--- src/rtl/cube_pkg.sv ---
// -----------------------------------------------------------------------------
// cube_pkg
// Shared definitions for the iterative cube unit:
//   - cube_state_e : FSM encoding (IDLE / SQ / CU / DONE)
//   - CUBE_LAT()   : cycles from the accept edge to the result edge
//   - handshake constants shared with the cube-root unit's sequencer
// -----------------------------------------------------------------------------
package cube_pkg;

    // FSM encoding for the two-pass cube sequencer
    typedef enum logic [1:0] {
        ST_IDLE = 2'd0,
        ST_SQ   = 2'd1,
        ST_CU   = 2'd2,
        ST_DONE = 2'd3
    } cube_state_e;

    // start_c level that requests a computation
    localparam logic START_ACTIVE      = 1'b1;
    // Arming flag value after reset: a start seen on the first edge after
    // reset release is accepted
    localparam logic ARMED_AFTER_RESET = 1'b1;

    // Two products, each one load edge plus w shift-add edges
    function automatic int unsigned CUBE_LAT(input int unsigned w);
        return 32'd2 * (w + 32'd1);
    endfunction

endpackage

--- src/rtl/cube_if.sv ---
// -----------------------------------------------------------------------------
// cube_if
// Request/response bundle of the cube unit (same shape as the cube-root unit).
//   start_c : request level (host -> unit)
//   x       : operand, WIDTH bits (host -> unit)
//   result  : x^3, 3*WIDTH bits (unit -> host)
//   busy    : computation in flight (unit -> host)
// Modports: master = host side, slave = unit side.
// -----------------------------------------------------------------------------
interface cube_if #(
    parameter int WIDTH = 8
);
    import cube_pkg::*;

    logic                 start_c;
    logic [WIDTH-1:0]     x;
    logic [3*WIDTH-1:0]   result;
    logic                 busy;

    modport master (
        output start_c,
        output x,
        input  result,
        input  busy
    );

    modport slave (
        input  start_c,
        input  x,
        output result,
        output busy
    );

endinterface

--- src/rtl/cube_calc_mul.sv ---
// -----------------------------------------------------------------------------
// shift_add_mul
// Sequential shift-add multiplier, LSB of the multiplier operand first.
//   clk_c : clock (posedge)
//   rst_c : synchronous active-high reset, clears all state
//   load  : capture a/b and clear the accumulator
//   a     : multiplicand, A_W bits
//   b     : multiplier operand, B_W bits
//   p     : product, P_W bits (valid while done is high)
//   done  : high once B_W iterations completed after load, until next load
// -----------------------------------------------------------------------------
module shift_add_mul
    import cube_pkg::*;
#(
    parameter int A_W = 16,
    parameter int B_W = 8,
    parameter int P_W = 24
) (
    input  logic           clk_c,
    input  logic           rst_c,
    input  logic           load,
    input  logic [A_W-1:0] a,
    input  logic [B_W-1:0] b,
    output logic [P_W-1:0] p,
    output logic           done
);

    localparam int CNT_W = $clog2(B_W + 1);

    logic [P_W-1:0]   r_mcand;
    logic [B_W-1:0]   r_mplier;
    logic [P_W-1:0]   r_acc;
    logic [CNT_W-1:0] r_cnt;
    logic             r_done;

    // Load, then one conditional add plus shift per edge until B_W bits used
    always_ff @(posedge clk_c) begin
        if (rst_c) begin
            r_mcand  <= {P_W{1'b0}};
            r_mplier <= {B_W{1'b0}};
            r_acc    <= {P_W{1'b0}};
            r_cnt    <= {CNT_W{1'b0}};
            r_done   <= 1'b0;
        end else if (load) begin
            r_mcand  <= P_W'(a);
            r_mplier <= b;
            r_acc    <= {P_W{1'b0}};
            r_cnt    <= {CNT_W{1'b0}};
            r_done   <= 1'b0;
        end else if (!r_done) begin
            if (r_mplier[0]) begin
                r_acc <= r_acc + r_mcand;
            end
            r_mcand  <= {r_mcand[P_W-2:0], 1'b0};
            r_mplier <= {1'b0, r_mplier[B_W-1:1]};
            r_cnt    <= r_cnt + CNT_W'(1);
            if (r_cnt == CNT_W'(B_W - 1)) begin
                r_done <= 1'b1;
            end
        end
    end

    assign p    = r_acc;
    assign done = r_done;

endmodule

--- src/rtl/cube_calc.sv ---
// -----------------------------------------------------------------------------
// cube_calc
// Iterative unsigned cube: result = x^3, computed by reusing one shift-add
// multiplier twice (x*x, then sq*x). Fixed latency CUBE_LAT(WIDTH) edges from
// the accept edge to the edge that writes result and drops busy.
//   clk_c : clock (posedge)
//   rst_c : synchronous active-high reset, aborts any computation
//   bus   : cube_if slave (start_c, x in; result, busy out, both registered)
// Handshake: a start is accepted when armed and not busy; the unit disarms on
// accept and re-arms on any edge that sees start_c low, so a held start gives
// exactly one computation.
// -----------------------------------------------------------------------------
module cube_calc
    import cube_pkg::*;
#(
    parameter int WIDTH = 8
) (
    input  logic  clk_c,
    input  logic  rst_c,
    cube_if.slave bus
);

    cube_state_e          r_state;
    cube_state_e          w_next_state;
    logic                 r_armed;
    logic                 r_busy;
    logic [3*WIDTH-1:0]   r_result;
    logic [WIDTH-1:0]     r_x;

    logic                 w_accept;
    logic                 w_load;
    logic [2*WIDTH-1:0]   w_a;
    logic [WIDTH-1:0]     w_b;
    logic [3*WIDTH-1:0]   w_p;
    logic                 w_done;

    // busy is low only in IDLE or DONE, so an accept can also leave DONE
    assign w_accept = r_armed && !r_busy && (bus.start_c == START_ACTIVE);

    // Next state and multiplier load/operand selection
    always_comb begin
        w_next_state = r_state;
        w_load       = 1'b0;
        w_a          = {{WIDTH{1'b0}}, bus.x};
        w_b          = bus.x;
        case (r_state)
            ST_IDLE, ST_DONE: begin
                // The accept edge doubles as the load edge of x*x, taking
                // the operand straight from the port
                if (w_accept) begin
                    w_next_state = ST_SQ;
                    w_load       = 1'b1;
                    w_a          = {{WIDTH{1'b0}}, bus.x};
                    w_b          = bus.x;
                end else begin
                    w_next_state = ST_IDLE;
                end
            end
            ST_SQ: begin
                // Square is ready: reload with sq * x_r
                if (w_done) begin
                    w_next_state = ST_CU;
                    w_load       = 1'b1;
                    w_a          = w_p[2*WIDTH-1:0];
                    w_b          = r_x;
                end else begin
                    w_next_state = ST_SQ;
                end
            end
            ST_CU: begin
                if (w_done) begin
                    w_next_state = ST_DONE;
                end else begin
                    w_next_state = ST_CU;
                end
            end
            default: begin
                w_next_state = ST_IDLE;
            end
        endcase
    end

    // State, arming flag, operand capture and registered outputs
    always_ff @(posedge clk_c) begin
        if (rst_c) begin
            r_state  <= ST_IDLE;
            r_armed  <= ARMED_AFTER_RESET;
            r_busy   <= 1'b0;
            r_result <= {(3*WIDTH){1'b0}};
            r_x      <= {WIDTH{1'b0}};
        end else begin
            r_state <= w_next_state;
            if (w_accept) begin
                r_busy   <= 1'b1;
                r_result <= {(3*WIDTH){1'b0}};
                r_x      <= bus.x;
                r_armed  <= 1'b0;
            end else begin
                // Write-back on the edge that moves CU -> DONE
                if ((r_state == ST_CU) && w_done) begin
                    r_result <= w_p;
                    r_busy   <= 1'b0;
                end
                if (!r_armed && (bus.start_c != START_ACTIVE)) begin
                    r_armed <= 1'b1;
                end
            end
        end
    end

    shift_add_mul #(
        .A_W (2*WIDTH),
        .B_W (WIDTH),
        .P_W (3*WIDTH)
    ) u_mul (
        .clk_c (clk_c),
        .rst_c (rst_c),
        .load  (w_load),
        .a     (w_a),
        .b     (w_b),
        .p     (w_p),
        .done  (w_done)
    );

    assign bus.result = r_result;
    assign bus.busy   = r_busy;

endmodule

--- src/flat_wrapper.sv ---
// flat-port wrapper written by rule: the top's interface ports become plain ports
module cube_calc_flat import cube_pkg::*;
#(
    parameter int WIDTH = 8
)
  (clk_c, rst_c, bus_start_c, bus_x, bus_result, bus_busy);
  cube_if #(.WIDTH(WIDTH)) bus_i ();
  input  logic clk_c;
  input  logic rst_c;
  input wire logic [$bits(bus_i.start_c)-1:0] bus_start_c;
  input wire logic [$bits(bus_i.x)-1:0] bus_x;
  output wire logic [$bits(bus_i.result)-1:0] bus_result;
  output wire logic [$bits(bus_i.busy)-1:0] bus_busy;
  assign bus_i.start_c = bus_start_c;
  assign bus_i.x = bus_x;
  assign bus_result = bus_i.result;
  assign bus_busy = bus_i.busy;
  cube_calc #(.WIDTH(WIDTH)) u_core (.clk_c(clk_c), .rst_c(rst_c), .bus(bus_i));
endmodule
--- config.mk ---
export PLATFORM = sky130hd
export DESIGN_NAME = cube_calc_flat
export DESIGN_NICKNAME = d
export VERILOG_FILES = /design/src/rtl/cube_pkg.sv /design/src/rtl/cube_if.sv /design/src/rtl/cube_calc_mul.sv /design/src/rtl/cube_calc.sv /design/src/flat_wrapper.sv
export SDC_FILE = /design/constraint.sdc
export NUM_CORES = 1
export LEC_CHECK = 0
export CAP_MARGIN = 20
export CORE_ASPECT_RATIO = 0.6
export CORE_UTILIZATION = 42
export CTS_CLUSTER_DIAMETER = 80
export DETAILED_ROUTE_END_ITERATION = 10
export DONT_BUFFER_PORTS = 1
export PLACE_DENSITY = 0.65
export SLEW_MARGIN = 10
export SYNTH_ARGS = -nofsm -noshare
export SYNTH_HDL_FRONTEND = slang
export SYNTH_HIERARCHICAL = 1
export SYNTH_SLANG_ARGS = --single-unit
--- constraint.sdc ---
create_clock -name clk_c -period 3.57 [get_ports clk_c]
set_input_delay 0.714 -clock clk_c [delete_from_list [all_inputs] [get_ports clk_c]]
set_output_delay 0.714 -clock clk_c [all_outputs]
set_load 0.05 [all_outputs]
## Word-level counts from Yosys, hierarchy flattened

Index checks and enable logic that the tools add are counted.

| word-level totals | value |
|---|---|
| flip-flop bits (word level) | 97 |
| output and inout bits | 25 |
| word-level logic and storage cells | 54 |
| input port bits | 11 |

| operators by class | value |
|---|---|
| add/subtract/negate cells | 2 |
| mux-type cells | 21 |
| equality and inequality tests | 5 |
| bitwise gates (word level) | 2 |
| reductions and logical operators | 13 |

Operators with widths:

| operator | count |
|---|---|
| 16-bit two-way mux | 4 |
| 8-bit two-way mux | 4 |
| 24-bit adder | 1 |
| 1-bit two-way mux | 10 |
| 2-bit one-hot mux with 3 select lines | 1 |
| 2-bit OR reduction | 3 |
| 4-bit by 1-bit adder with 4-bit output (second input constant) | 1 |
| 2-bit == test (second input constant) | 2 |
| 4-bit by 3-bit == test with 1-bit output (second input constant) | 1 |
| 1-bit logical AND | 4 |
| 2-bit nonzero test | 2 |
| 2-bit by 1-bit == test with 1-bit output (second input constant) | 1 |
| 1-bit zero test | 2 |
| 2-bit zero test | 1 |
| 2-bit two-way mux | 1 |
| 2-bit != test (second input constant) | 1 |
| 1-bit inverter | 2 |
| 1-bit one-hot mux with 2 select lines | 1 |
| 2-bit AND reduction | 1 |

## Logic depth before layout (Yosys ltp)

Gate-level depths: netlist of the first run.

| depth | value |
|---|---|
| word-level depth | 6 |
| depth in mapped cells | 12 |
| mapped depth without buffers | 9 |

## By module

The synthesis of the first run kept the hierarchy.

By module, submodules not included:

| module | area an instance (um2) | instances | cells an instance |
|---|---|---|---|
| shift_add_mul | 3,482.1 | 1 | 422 |
| cube_calc | 2,153.3 | 1 | 199 |

## Worst setup path before layout of the first run

No wires, ideal clock.

| path | value |
|---|---|
| path type | register to register |
| start point | register u_core.u_mul.r_acc[0] (netlist: u_core/u_mul/p[0]) |
| end point | register u_core.u_mul.r_acc[16] (netlist: u_core/u_mul/p[16]) |
| stages on the path, launching flop included | 9 |
| required time | 3.496 ns |
| path slack | 0.978 ns |
| setup time | 0.074 ns |
| arrival time | 2.517 ns |
| cells stage by stage | dfxtp_1 > ha_1 > fa_1 > a21o_1 > a221oi_2 > o311ai_2 > o41a_4 > a311o_2 > a31oi_1 |

| between the ends | value |
|---|---|
| cells in the longest elaborated chain, start to end | 1 |

RTL lines:

| element | RTL line | source |
|---|---|---|
| start, declared | cube_calc_mul.sv:32 | `logic [P_W-1:0] r_acc;` |
| start signal, assigned | cube_calc_mul.sv:41 | `r_acc <= {P_W{1'b0}};` |
| start signal, assigned | cube_calc_mul.sv:47 | `r_acc <= {P_W{1'b0}};` |
| start signal, assigned | cube_calc_mul.sv:52 | `r_acc <= r_acc + r_mcand;` |
| 24-bit adder | cube_calc_mul.sv:52 |  |

No other way between the ends.
A chain may end at the register's enable or synchronous reset.

## Final worst setup path of the first run

| path | value |
|---|---|
| start point | register u_core.u_mul.r_acc[0] (netlist: u_core/u_mul/p[0]) |
| end point | register u_core.u_mul.r_acc[22] (netlist: u_core/u_mul/p[22]) |

The elaborated chain is that of the path after synthesis.

==> flow_summary.ini, run 1 <==
[worst_setup_path]
path_class = reg -> reg
cpMaxStageDelayCell = o41a_4
cp.arrival_ns = 3.10
critPathLaunchType = flip-flop
cp-end-kind = flip-flop
path_cells = ha_1, fa_1, a21o_1, a221oi_2, o311ai_2, o41a_4, a31oi_4, xnor2_1, a22o_1
worst_ep_required_time_ns = 3.80
cp_slowest_stage_delay_ns = 0.43
path_max_fanout = 5

[placed_design]
dp_slack_ns = 0.7243
dp_hpwl_um = 9267
port_buffers = 0
gp_congestion = 0.8826
dpl_cell_area_um2 = 5629

[clock_network]
post_cts_buffers = 0
clk_path_buf_depth = 2
cts_resized = 0
clock-sinks = 97
clkLatencyLatePin_ns = 0.34
cts_root_buf = clkbuf_16
cts_buffers = 9
clk_pin_slew_ns = 0.07
holdBufCountCts = 0
tritoncts = yes
htreeDepth = 3

[timing]
finalSetupViolCount = 0
period_share = 0.8043
period_minus_slack_ns = 2.871
slew_viol_final = 0
skew_ns = 0.007124
worst_pin_slew_ns = 1.010
setup-tns-final_ns = 0
slew_headroom = 0.3270
hold_viol_final = 0
rsz0062_at_grt = no
worst_slack_ns = 0.6986
max_freq_ghz = 0.3483
whs_ns = 0.4356

[route]
avgRoutedWirePerCell_um = 17.44
ant_nets = 0
wl_um = 13340
route.detailed.drc = 0
drt-vias-per-instance = 5.698
drtPass1Iterations = 4
drt-initial-drc-count = 386
dr_total_vias = 4359

[pwr]
ir_drop_uv = 181.1
finalPower_mw = 2.244
powerDensity_nw_per_um2 = 379.3
power_leakage_nw = 2.227

[logic_synthesis]
syn_area_per_cell_um2 = 9.075
yosysWarnings = 6
synth_edf_count = 0
synthArstFlopShare = 0
ys_ff_latch = 97
mappedNetlistArea_um2 = 5635
synth_flop_cell = dfxtp_1
syn_nets = 659
syn_inst = 621
synth.distinct_cells = 57
yosysSeqAreaShare = 0.3446

[final_layout]
multi_input_area_um2 = 3411
nFillCells = 1218
regArea_um2 = 1946
area_delta_synth_final_pct = 4.995
fin_nets = 628
final_area_um2 = 5917
layout-drive-gt1-share = 0.1294
n_antenna_cell = 0

[grt]
grt_pass1_vias = 4053
grt_pass1_wl_um = 21270
grt_use_met2 = 0.2656
overflow = 0
track_usage = 0.1971
gr-max-usage-layer = met1
met1_usage = 0.3094
grt_max_degree = 72
antenna_found_initial = 0
gr-usage-met3 = 0.04627

[floorplan]
ioPinCount = 36
initial_utilization = 0.4344
die_w_um = 151.5
core-area_um2 = 12970
rows = 32
die-area_um2 = 13900
die_y_um = 91.73

[worst_hold_path]
hp-class = in -> reg

[run]
maxCapViolCount = 0

[status]
status = finished, final reports clean
==> where the power goes <==
part / switching (mW) / leakage (nW) / internal [mW] / total [mW]
registers: 0.0263 / 0.786 / 1.11 / 1.13
clock network: 0.441 / 0.137 / 0.499 / 0.941
logic: 0.107 / 1.30 / 0.0633 / 0.170
total: 0.574 / 2.23 / 1.67 / 2.24
==> final timing paths <==
check / start / to / slack (ns) / depth (start not counted)
setup / recovery: u_core/u_mul/p[0] / u_core/u_mul/p[22] / 0.70 / 9
hold reg to reg: u_core/u_mul/p[23] / u_core/u_mul/p[23] / 0.47 / 2
hold / removal: rst_c / u_core/u_mul/r_mplier[3] / 0.44 / 1
setup reg to reg: u_core/u_mul/p[0] / u_core/u_mul/p[22] / 0.70 / 9
==> cells in the final DEF (no fill, tap or decap), types with 3 or more instances in the layout <==
master	count
nand2_1	46
ha_1	25
mux2_2	7
o21bai_1	3
xnor2_1	13
mux2i_1	42
a21oi_1	57
nand3_1	28
clkbuf_16	9
a211oi_1	6
nor2_1	76
a21bo_1	24
xor2_1	6
nor3_1	3
buf_4	5
o211ai_1	4
a211oi_2	24
a31oi_1	6
mux2_4	9
a21o_1	11
o21ai_0	7
inv_1	6
nand2b_1	21
and3_1	9
dfxtp_1	96
a22o_1	4
==> cell families (layout without fill, tap and decap cells) <==
kind of cell,after synthesis,count (layout),share of synthesized area
AND/OR/NAND/NOR,201,201,0.1650
adder cells (fa/ha/maj),27,27,0.06128
flip-flops,97,97,0.3446
buffers and inverters,53,27,0.05329
AO/OA/AOI/OAI,166,166,0.2338
multiplexers,58,58,0.1126
XOR/XNOR,19,19,0.02953
==> area by class of cell <==
class / instances / share of cell area
flip-flops and latches: 97 / 0.3288
multi-input cells: 471 / 0.5764
repair buffers: 5 / 0.006344
clock buffers: 10 / 0.04039
clock inverters: 6 / 0.008247
well taps: 170 / 0.03595
inverters: 6 / 0.003806
==> registers in the layout (all words and copies together) (netlist names) <==
| register | count |
|---|---|
| u_core/bus.busy | 1 |
| u_core/bus.result | 24 |
| u_core/r_armed | 1 |
| u_core/r_state | 2 |
| u_core/r_x | 8 |
| u_core/u_mul/done | 1 |
| u_core/u_mul/p | 24 |
| u_core/u_mul/r_cnt | 4 |
| u_core/u_mul/r_mcand | 24 |
| u_core/u_mul/r_mplier | 8 |
==> synthesized netlist by cell type, types with 9 or more instances <==
cell      number  share of area
a211oi_2      24          0.053
a21bo_1       24          0.043
a21o_1        11          0.015
a21oi_1       57          0.051
and3_1         9          0.010
buf_2         12          0.011
buf_6         10          0.020
clkbuf_1      21          0.014
dfxtp_1       97           0.34
ha_1          26          0.058
mux2_4         9          0.024
mux2i_1       42          0.075
nand2_1       46          0.031
nand2b_1      21          0.023
nand3_1       28          0.025
nor2_1        76          0.051
xnor2_1       13          0.020
==> worst max-delay path: cells and delay by family (launching register included) <==
family	cells	cell delay, ns
compound gates	6	1.65
xor+xnor	1	0.08
fa+ha+maj	2	0.69
flops	1	0.35
==> metal layers <==
metal / part of all wire / up-vias / wire [um]
li1: - / 2151 / -
met1: 0.53 / 2064 / 7049
met2: 0.39 / 138 / 5155
met3: 0.080 / 6 / 1063
met4: 0.0055 / 0 / 74
met5: 0 / - / 0
==> through the flow <==
stage / std cells / util
CTS: 765 / 0.4561
global route: 765 / 0.4561
finish: 765 / 0.4561
detailed placement: 749 / 0.4339
floorplan: 621 / -
global placement: 749 / 0.4339
Note: power is estimated with default switching activity, not from simulation.
==> run 2: changes to the inputs <==
Clock period 3.57 ns to 2.76 ns, I/O delays scaled along.
==> flow_summary.ini, run 2 (synthesized netlist as in run 1, its figures left out) <==
[placed_design]
dp_slack_ns = 0.07487
gp_congestion = 0.8881
dp_hpwl_um = 9288
dpl_cell_area_um2 = 5689
dpl.cell_count = 757
port_buffers = 0

[pwr]
comb_power_share = 0.080
pwr-share-clk = 0.427
power_leakage_nw = 2.314
p_sw_frac = 0.2624
intPower_mw = 2.180
finalPower_mw = 2.955
powerDensity_nw_per_um2 = 491.1
ir_drop_uv = 315.0
p_seq_frac = 0.494
net-switching-power_mw = 0.7755

[final_layout]
layout-drive-gt1-share = 0.1443
final_area_um2 = 6017
finalNonFillerCells = 773
final_cell_mix = 96 x dfxtp_1, 76 x nor2_1, 57 x a21oi_1
fin_nets = 636
layout_commonest_cell = dfxtp_1
n_antenna_cell = 0
postLayoutCoreUtil = 0.4638
area_delta_synth_final_pct = 6.772

[worst_hold_path]
hold_path_depth = 1
hold_start = rst_c
whs_endpoint = u_core/u_mul/r_mcand[3]
hp-class = in -> reg

[clock_network]
cts_root_buf = clkbuf_16
cts_buffers = 9
clkLatencyLatePin_ns = 0.35
clock-sinks = 97
tritoncts = yes
clk_pin_slew_ns = 0.07
htreeDepth = 3
clk_path_buf_depth = 2

[worst_setup_path]
path_class = reg -> reg
r2r_end = u_core/u_mul/p[16]
critPathLaunchType = flip-flop
r2r_setup_slack_ns = 0.13
cp-end-kind = flip-flop
timing.rr.start = u_core/u_mul/p[0]
r2r_cells = 8
cp.arrival_ns = 2.90
path_max_fanout = 5
worst_ep_required_time_ns = 3.03

[timing]
skew_ns = 0.008805
slew_headroom = 0.4105
hold_viol_final = 0
rsz0062_at_grt = no
worst_pin_slew_ns = 0.8842
period_minus_slack_ns = 2.632
max_freq_ghz = 0.3800
period_share = 0.9535
setup-tns-final_ns = 0
slew_viol_final = 0
finalSetupViolCount = 0
worst_slack_ns = 0.1284
whs_ns = 0.2678

[grt]
grt_use_met2 = 0.2603
gr-usage-met3 = 0.04478
overflow = 0
met1_usage = 0.3214
grt_max_degree = 72
gr-max-usage-layer = met1
track_usage = 0.1990
grt_pass1_wl_um = 21540
antenna_found_initial = 0
grt_pass1_vias = 4040

[route]
dr_total_vias = 4422
drtPass1Iterations = 5
drt-vias-per-instance = 5.721
drt-initial-drc-count = 327
avgRoutedWirePerCell_um = 17.52
route.detailed.drc = 0
ant_nets = 0
wl_um = 13550

[floorplan]
core-area_um2 = 12970
rows = 32
ioPinCount = 36
die-area_um2 = 13900
die_y_um = 91.73
die_w_um = 151.5
initial_utilization = 0.4344

[status]
status = finished, final reports clean

[run]
maxCapViolCount = 0
run 2: routing by layer:
layer / vias up / share of wire
li1: 2165 / -
met1: 2115 / 0.55
met2: 128 / 0.37
met3: 14 / 0.074
met4: 0 / 0.0086
met5: - / 0
run 2: area by class of cell:
class	instances	area, um^2
flip-flops and latches	97	1946
multi-input cells	471	3437
clock inverters	6	62.56
inverters	6	22.52
repair buffers	13	97.59
fillers	1225	6955
clock buffers	10	239.0
well taps	170	212.7
run 2: worst max path at each step:
stage	start	to	slack, ns
2_1_floorplan	u_core/u_mul/p[0]	u_core/u_mul/p[16]	0.17
3_3_place_gp	u_core/u_mul/p[0]	u_core/u_mul/p[22]	0.15
3_5_place_dp	u_core/u_mul/p[0]	u_core/u_mul/p[16]	0.07
4_1_cts	u_core/u_mul/p[0]	u_core/u_mul/p[16]	0.05
5_1_grt	u_core/u_mul/p[0]	u_core/u_mul/p[16]	0.03
6_report	u_core/u_mul/p[0]	u_core/u_mul/p[16]	0.13
run 2: worst max-delay path, cell delays in order (launching register included):
cell and delay [ns]:
dfxtp_1 0.35, ha_2 0.22, fa_2 0.35, a21o_1 0.21
a221oi_4 0.32, o311ai_4 0.14, o41a_4 0.43, a311o_2 0.41
a31oi_1 0.13
run 2: timing repair:
item                       in CTS  in global routing
gates resized for setup         0                  4
setup buffers                   0                  0
setup endpoints to repair       0                  2
hold buffers                    0                  0
run 2: power by group through the flow:
| stage | Sequential, mW | Combinational, mW | Clock, mW |
|---|---|---|---|
| after floorplan | 1.49 | 0.204 | 0 |
| after global placement | 1.49 | 0.223 | 0 |
| after detailed placement | 1.49 | 0.232 | 0 |
| after CTS | 1.46 | 0.233 | 1.28 |
| after global routing | 1.46 | 0.260 | 1.34 |
| final | 1.46 | 0.236 | 1.26 |
==> run 3: changes to the inputs <==
==> constraint.sdc (replaced) <==
create_clock -name clk_c -period 2.76 [get_ports clk_c]
set_input_delay 0.552 -clock clk_c [delete_from_list [all_inputs] [get_ports clk_c]]
set_output_delay 0.552 -clock clk_c [all_outputs]
set_load 0.02 [all_outputs]
==> flow_summary.ini, run 3 (synthesized netlist as in run 1, its figures left out) <==
[status]
status = finished, final reports clean

[timing]
slew_headroom = 0.4220
hold_viol_final = 0
period_minus_slack_ns = 2.674
rsz0062_at_grt = yes
max_freq_ghz = 0.3740
skew_ns = 0.009528
slew_viol_final = 0
worst_pin_slew_ns = 0.8669
finalSetupViolCount = 0
whs_ns = 0.2655
period_share = 0.9689

[worst_hold_path]
hp-class = in -> reg

[placed_design]
port_buffers = 0
gp_congestion = 0.8839
dp_hpwl_um = 9112

[final_layout]
layout-drive-gt1-share = 0.1478
postLayoutCoreUtil = 0.4623
layout_commonest_cell = dfxtp_1
final_cell_mix = 94 x dfxtp_1, 76 x nor2_1, 57 x a21oi_1
area_delta_synth_final_pct = 6.416
fin_nets = 636
n_antenna_cell = 0

[worst_setup_path]
cp.arrival_ns = 2.93
cp-end-kind = flip-flop
path_max_fanout = 5
critPathLaunchType = flip-flop
worst_ep_required_time_ns = 3.02
path_class = reg -> reg
r2r_setup_slack_ns = 0.09

[clock_network]
htreeDepth = 3
clock-sinks = 97
cts_root_buf = clkbuf_16
cts_buffers = 9
clk_path_buf_depth = 2
clkLatencyLatePin_ns = 0.35
tritoncts = yes
clk_pin_slew_ns = 0.07

[pwr]
ir_drop_uv = 268.0
net-switching-power_mw = 0.7479
comb_power_share = 0.079
intPower_mw = 2.138
finalPower_mw = 2.886
p_sw_frac = 0.2592
pwr-share-clk = 0.415
powerDensity_nw_per_um2 = 481.2
p_seq_frac = 0.506
power_leakage_nw = 2.256

[route]
wl_um = 13240
dr_total_vias = 4347
drtPass1Iterations = 5
ant_nets = 0
drt-vias-per-instance = 5.631
avgRoutedWirePerCell_um = 17.14
route.detailed.drc = 0
drt-initial-drc-count = 238

[floorplan]
rows = 32
initial_utilization = 0.4344
ioPinCount = 36
core-area_um2 = 12970
die-area_um2 = 13900
die_y_um = 91.73
die_w_um = 151.5

[grt]
grt_max_degree = 72
antenna_found_initial = 0
overflow = 0
grt_pass1_wl_um = 21130
track_usage = 0.1958
grt_pass1_vias = 4090

[run]
maxCapViolCount = 0
-- run 3: path summary, 6_finish.rpt --
check	from	end	cells past startpoint
worst min-delay path	rst_c	u_core/u_mul/r_mcand[0]	1
worst max-delay path	u_core/u_mul/p[0]	u_core/u_mul/p[16]	8
worst min register to register	u_core/r_x[5]	u_core/r_x[5]	2
worst max register to register	u_core/u_mul/p[0]	u_core/u_mul/p[16]	8
-- run 3: cell type report --
type	count	area [um^2]
flip-flops and latches	97	1951
clock buffers	9	225.2
clock inverters	6	57.56
well taps	170	212.7
multi-input cells	471	3431
inverters	6	22.52
fillers	1212	6975
repair buffers	13	97.59
-- run 3: through the flow --
| step | setup TNS [ns] | cell area (um^2) | worst slack (ns) | std cells |
|---|---|---|---|---|
| 2_1_floorplan | 0 | 5635 | 0.1683 | 621 |
| 3_3_place_gp | 0 | 5682 | 0.1512 | 756 |
| 3_5_place_dp | 0 | 5682 | 0.06245 | 756 |
| 4_1_cts | 0 | 5964 | 0.02937 | 771 |
| 5_1_grt | -0.006432 | 5997 | -0.006432 | 772 |
| 6_report | 0 | 5997 | 0.08593 | 772 |
-- run 3: routing by layer --
layer	part of all wire	GRT usage	vias up
met5	0	0	-
met2	0.37	0.2530	122
li1	-	-	2173
met1	0.54	0.3096	2038
met3	0.079	0.05323	14
met4	0.0093	0.04290	0
-- run 3: critical path, cell delays in order, from the launching register on --
cell,delay [ns]
dfxtp_4,0.37
ha_4,0.17
fa_2,0.37
a21o_1,0.21
a221oi_2,0.30
o311ai_2,0.15
o41a_4,0.50
a311o_2,0.32
a31oi_1,0.20
-- run 3: repair_timing --
item,CTS,global route
gates resized for setup,0,7
setup buffers,0,1
endpoints found under the setup margin,0,2
hold buffers,0,0
-- run 3: power groups by stage --
stage	Sequential [mW]	Clock [mW]	Combinational (mW)
final	1.46	1.20	0.227
after global routing	1.47	1.27	0.250
after CTS	1.46	1.22	0.224
after detailed placement	1.49	0	0.223
after global placement	1.49	0	0.216
after floorplan	1.48	0	0.204
